### config.mk
export PLATFORM = sky130hd
export DESIGN_NAME = imm_extend_pipe
export DESIGN_NICKNAME = d
export VERILOG_FILES = /design/src/rtl/imm_extend_pipe.sv
export SDC_FILE = /design/constraint.sdc
export NUM_CORES = 1
export LEC_CHECK = 0
export CAP_MARGIN = 20
export CORE_MARGIN = 5
export CORE_UTILIZATION = 30
export DETAILED_ROUTE_END_ITERATION = 8
export PLACE_DENSITY = 0.52
export SLEW_MARGIN = 5
export SYNTH_ARGS = -nofsm -noshare
export SYNTH_HDL_FRONTEND = slang
export SYNTH_SLANG_ARGS = --single-unit
### constraint.sdc
create_clock -name clk -period 6.52 [get_ports clk]
set_input_delay 1.304 -clock clk [delete_from_list [all_inputs] [get_ports clk]]
set_output_delay 1.304 -clock clk [all_outputs]
set_load 0.01 [all_outputs]
### src/rtl/imm_extend_pipe.sv
// Pipelined immediate extender with a two-entry skid buffer and synchronous flush.
// Define IMMX_PERF_EN to add the saturating output-transfer counter port perf_count.
module imm_extend_pipe #(
    parameter int IN_W  = 16,
    parameter int OUT_W = 32,
    parameter int TAG_W = 5
) (
    input  logic             clk,
    input  logic             rst,
    input  logic             flush,
    input  logic             in_valid,
    output logic             in_ready,
    input  logic [0:IN_W-1]  in_imm,
    input  logic [1:0]       in_mode,
    input  logic [0:TAG_W-1] in_tag,
    output logic             out_valid,
    input  logic             out_ready,
    output logic [0:OUT_W-1] out_data,
    output logic [0:TAG_W-1] out_tag
`ifdef IMMX_PERF_EN
    ,
    output logic [0:15]      perf_count
`endif
);

    localparam int PAD = OUT_W - IN_W;

    localparam logic [1:0] ST_EMPTY = 2'd0;
    localparam logic [1:0] ST_ONE   = 2'd1;
    localparam logic [1:0] ST_TWO   = 2'd2;

    localparam logic [1:0] MODE_ZERO  = 2'b00;
    localparam logic [1:0] MODE_SIGN  = 2'b01;
    localparam logic [1:0] MODE_UPPER = 2'b10;

    function automatic logic [OUT_W-1:0] extend(input logic [IN_W-1:0] imm,
                                                input logic [1:0]      mode);
        logic [OUT_W-1:0] sx;
        sx = {{PAD{imm[IN_W-1]}}, imm};
        case (mode)
            MODE_ZERO:  extend = {{PAD{1'b0}}, imm};
            MODE_SIGN:  extend = sx;
            MODE_UPPER: extend = {imm, {PAD{1'b0}}};
            default:    extend = {sx[OUT_W-3:0], 2'b00};
        endcase
    endfunction

    function automatic logic [15:0] sat_inc(input logic [15:0] v);
        sat_inc = (v == 16'hFFFF) ? v : v + 16'd1;
    endfunction

    logic [1:0]       state_q, state_d;
    logic             ready_q, ready_d;
    logic [OUT_W-1:0] main_data_q, main_data_d, skid_data_q, skid_data_d;
    logic [TAG_W-1:0] main_tag_q, main_tag_d, skid_tag_q, skid_tag_d;
    logic [OUT_W-1:0] ext_val;
    logic [TAG_W-1:0] tag_val;
    logic             accept, pop;

    assign ext_val   = extend(in_imm, in_mode);
    assign tag_val   = in_tag;
    // An input offered during flush is squashed along with the buffered entries.
    assign accept    = in_valid & ready_q & ~flush;
    assign out_valid = (state_q != ST_EMPTY);
    assign pop       = out_valid & out_ready;

    always_comb begin
        state_d     = state_q;
        main_data_d = main_data_q;
        main_tag_d  = main_tag_q;
        skid_data_d = skid_data_q;
        skid_tag_d  = skid_tag_q;
        if (flush) begin
            state_d = ST_EMPTY;
        end else begin
            case (state_q)
                ST_EMPTY: begin
                    if (accept) begin
                        state_d     = ST_ONE;
                        main_data_d = ext_val;
                        main_tag_d  = tag_val;
                    end
                end
                ST_ONE: begin
                    if (accept && !pop) begin
                        state_d     = ST_TWO;
                        skid_data_d = ext_val;
                        skid_tag_d  = tag_val;
                    end else if (accept && pop) begin
                        main_data_d = ext_val;
                        main_tag_d  = tag_val;
                    end else if (pop) begin
                        state_d = ST_EMPTY;
                    end
                end
                ST_TWO: begin
                    if (pop) begin
                        state_d     = ST_ONE;
                        main_data_d = skid_data_q;
                        main_tag_d  = skid_tag_q;
                    end
                end
                default: state_d = ST_EMPTY;
            endcase
        end
        ready_d = (state_d != ST_TWO);
    end

    always_ff @(posedge clk or posedge rst) begin
        if (rst) begin
            state_q     <= ST_EMPTY;
            ready_q     <= 1'b1;
            main_data_q <= '0;
            main_tag_q  <= '0;
            skid_data_q <= '0;
            skid_tag_q  <= '0;
        end else begin
            state_q     <= state_d;
            ready_q     <= ready_d;
            main_data_q <= main_data_d;
            main_tag_q  <= main_tag_d;
            skid_data_q <= skid_data_d;
            skid_tag_q  <= skid_tag_d;
        end
    end

    assign in_ready = ready_q;
    assign out_data = main_data_q;
    assign out_tag  = main_tag_q;

`ifdef IMMX_PERF_EN
    logic [15:0] count_q, count_d;

    // Flush wins over a coincident pop, so the counter ends at zero.
    always_comb begin
        count_d = count_q;
        if (flush) count_d = '0;
        else if (pop) count_d = sat_inc(count_q);
    end

    always_ff @(posedge clk or posedge rst) begin
        if (rst) count_q <= '0;
        else     count_q <= count_d;
    end

    assign perf_count = count_q;
`endif

endmodule
==> impl_metrics.csv <==
group,metric,value,unit
status,outcome,"finished clean",
power,peakVddDrop,0.115,mV
timing,setup_tns,0,ps
min_path,worstHoldPathType,"reg -> reg",
layout,drive_above_1_share,15.5,%
clock_tree,cts-resized-gates,0,
critical_path,rr_startpoint,"in_ready",
synthesis,synth_fp_nets,380,
clock_tree,cts_max_level,3,
detailed_routing,num_vias,2626,
clock_tree,post-cts-setup-buffers,0,
timing,fin_crit_sh,50.7,%
power,power_density,304,nW/µm²
layout,mostFrequentLayoutCells,"nand2_1 (80), dfrtp_1 (76), o21ai_0 (66), clkdlybuf4s50_1 (66), mux2_2 (38)",
critical_path,worst_setup_path_startpoint,"in_mode[1]",
layout,fin_area,4590,µm²
critical_path,worst_setup_path_start_kind,"input port",
clock_tree,clock_path_buffers,2,
timing,finalSetupViolCount,0,
critical_path,cp_data_arrival_time,3570,ps
power,seq_power_share,46.2,%
detailed_routing,drt-initial-drc-count,143,
synthesis,syn_area,3530,µm²
floorplanning,pin_count,67,
power,p_switching,0.377,mW
timing,worst_pin_slew,920,ps
placed_design,placed_cell_area,4300,µm²
synthesis,synth_seq_cells,77,
critical_path,required,6790,ps
global_routing,track_usage,12.6,%
power,sw_frac_of_total,27.1,%
floorplanning,coreArea,11500,µm²
layout,diodes,0,
layout,seqCellArea,1930,µm²
clock_tree,numCtsBuffers,9,
layout,area_growth,30.1,%
placed_design,numPortBuffers,66,
timing,skew,8.52,ps
power,pwr-share-clk,31.6,%
clock_tree,holdBufCountCts,0,
power,internal_power,1.02,mW
layout,multi_input_area,1490,µm²
power,p_leak,1.93,nW
timing,drv_slew,0,
synthesis,synth-seq-area-share,54.7,%
critical_path,critical_path_class,"in -> reg",
synthesis,syn_avg_cell_area,10.0,µm²
global_routing,grt_max_degree,78,
timing,hold_violations,0,
floorplanning,start_util,30.7,%
global_routing,grt_pass1_wl,14200,µm
global_routing,antenna_found_initial,0,
detailed_routing,wl,8670,µm
floorplanning,die_y,118,µm
power,pwr-share-comb,22.3,%
timing,rsz0062_at_grt,"false",
synthesis,netlist-cell-type-count,23,
placed_design,dp_hpwl,5950,µm
detailed_routing,dr.pass1.iters,4,
layout,nNetsFinal,439,
timing,finalCriticalPeriod,3300,ps
detailed_routing,routed_via_density,4.71,
global_routing,grt_pass1_vias,2649,
detailed_routing,drc,0,
critical_path,cp-end-kind,"register",
floorplanning,rows,39,
clock_tree,cts.sinks,77,
timing,relSlewSlack,38.5,%
global_routing,overflow,0,
layout,layout_commonest_cell,"nand2_1",
placed_design,place.gp.congestion,0.776,
job,maxCapViolCount,0,
clock_tree,clkTransAtPathRegs,60,ps
floorplanning,die_area,14000,µm²
clock_tree,cts_root_buf,"clkbuf_16",
clock_tree,tritoncts,"done",
timing,fmax,303,MHz
detailed_routing,wl_per_cell,15.6,µm
synthesis,syn_inst,352,
critical_path,cp_max_fo,20,
synthesis,ys_warn_count,0,
min_path,worstHoldStart,"skid_data_q[6]",
detailed_routing,drtAntennaViolNets,0,
layout,fillers,1114,
floorplanning,dieWidth,118,µm
clock_tree,insertion_delay,330,ps
-- kinds of logic after synthesis --
group,count (synthesis),synth area share [%]
and+or+nand+nor,109,13.7
DFF,77,54.7
buffers and inverters,25,3.48
AOI/OAI and AO/OA,97,14.2
xor gates and xnor gates,1,0.248
muxes,43,13.7
-- layout make-up --
class / instances / area share (%)
Sequential cell: 77 / 42.0
Multi-Input combinational cell: 250 / 32.4
Timing Repair Buffer: 71 / 15.9
Clock buffer: 9 / 4.91
Tap cell: 143 / 3.90
Clock inverter: 5 / 0.655
Inverter: 2 / 0.191
-- power by group through the flow --
stage | registers (mW) | clock network [mW] | logic, mW
final | 0.643 | 0.440 | 0.310
after global placement | 0.649 | 0 | 0.307
after global routing | 0.659 | 0.471 | 0.341
after floorplan | 0.664 | 0 | 0.134
after detailed placement | 0.653 | 0 | 0.314
after CTS | 0.645 | 0.452 | 0.316
-- final timing paths --
path / endpoint / slack (ps) / depth (start not counted)
max: out_data[8] / 3220 / 5
min: skid_data_q[6] / 480 / 2
max reg2reg: out_data[30] / 4370 / 5
min reg2reg: skid_data_q[6] / 480 / 2
max in group asynchronous: in_ready / 4540 / 4
min in group asynchronous: skid_data_q[12] / 1360 / 3
-- per-layer routing --
metal / global-route usage [%] / vias up / wire [µm]
met5: 0 / - / 0
met4: 2.83 / 0 / 66
met3: 3.82 / 6 / 366
met2: 18.7 / 53 / 3840
met1: 18.2 / 1258 / 4400
li1: - / 1309 / -
-- registers in the layout, indices dropped and copies added, names as in the netlist --
signal / cells
in_ready: 1
out_data: 32
out_tag: 5
skid_data_q: 32
skid_tag_q: 5
state_q: 2
-- Yosys cell counts, drive strengths merged --
| cell | instances | share of area, % |
|---|---|---|
| dfstp | 1 | 0.75 |
| clkbuf | 14 | 1.5 |
| or2 | 1 | 0.18 |
| mux2 | 43 | 14 |
| nor2b | 17 | 3.0 |
| a22oi | 1 | 0.21 |
| inv | 2 | 0.21 |
| and4b | 1 | 0.28 |
| buf | 9 | 1.8 |
| and2 | 2 | 0.35 |
| xnor2 | 1 | 0.25 |
| nand2b | 4 | 0.78 |
| dfrtp | 76 | 54 |
| o21ai | 66 | 9.4 |
| or3b | 1 | 0.25 |
| nand2 | 81 | 8.6 |
| nor2 | 2 | 0.21 |
| a21oi | 30 | 4.6 |
-- through the flow --
stage          util [%]  setup slack (ps)  power [mW]  hold WS, ps  std cells
6_report           40.0              3220        1.39          477        557
5_1_grt            40.0              2980        1.47          500        557
4_1_cts            39.8              3220        1.41          482        556
3_5_place_dp       37.5              2870       0.967          470        542
3_3_place_gp       37.4              2840       0.956          462        541
2_1_floorplan         -              3250       0.798          450        352
-- worst max-delay path: stages --
cell and delay [ps]:
clkdlybuf4s50_1 840, nor2b_1 810, a21oi_1 250, o21ai_0 200, mux2_1 150
Note: power is estimated with default switching activity, not from simulation.
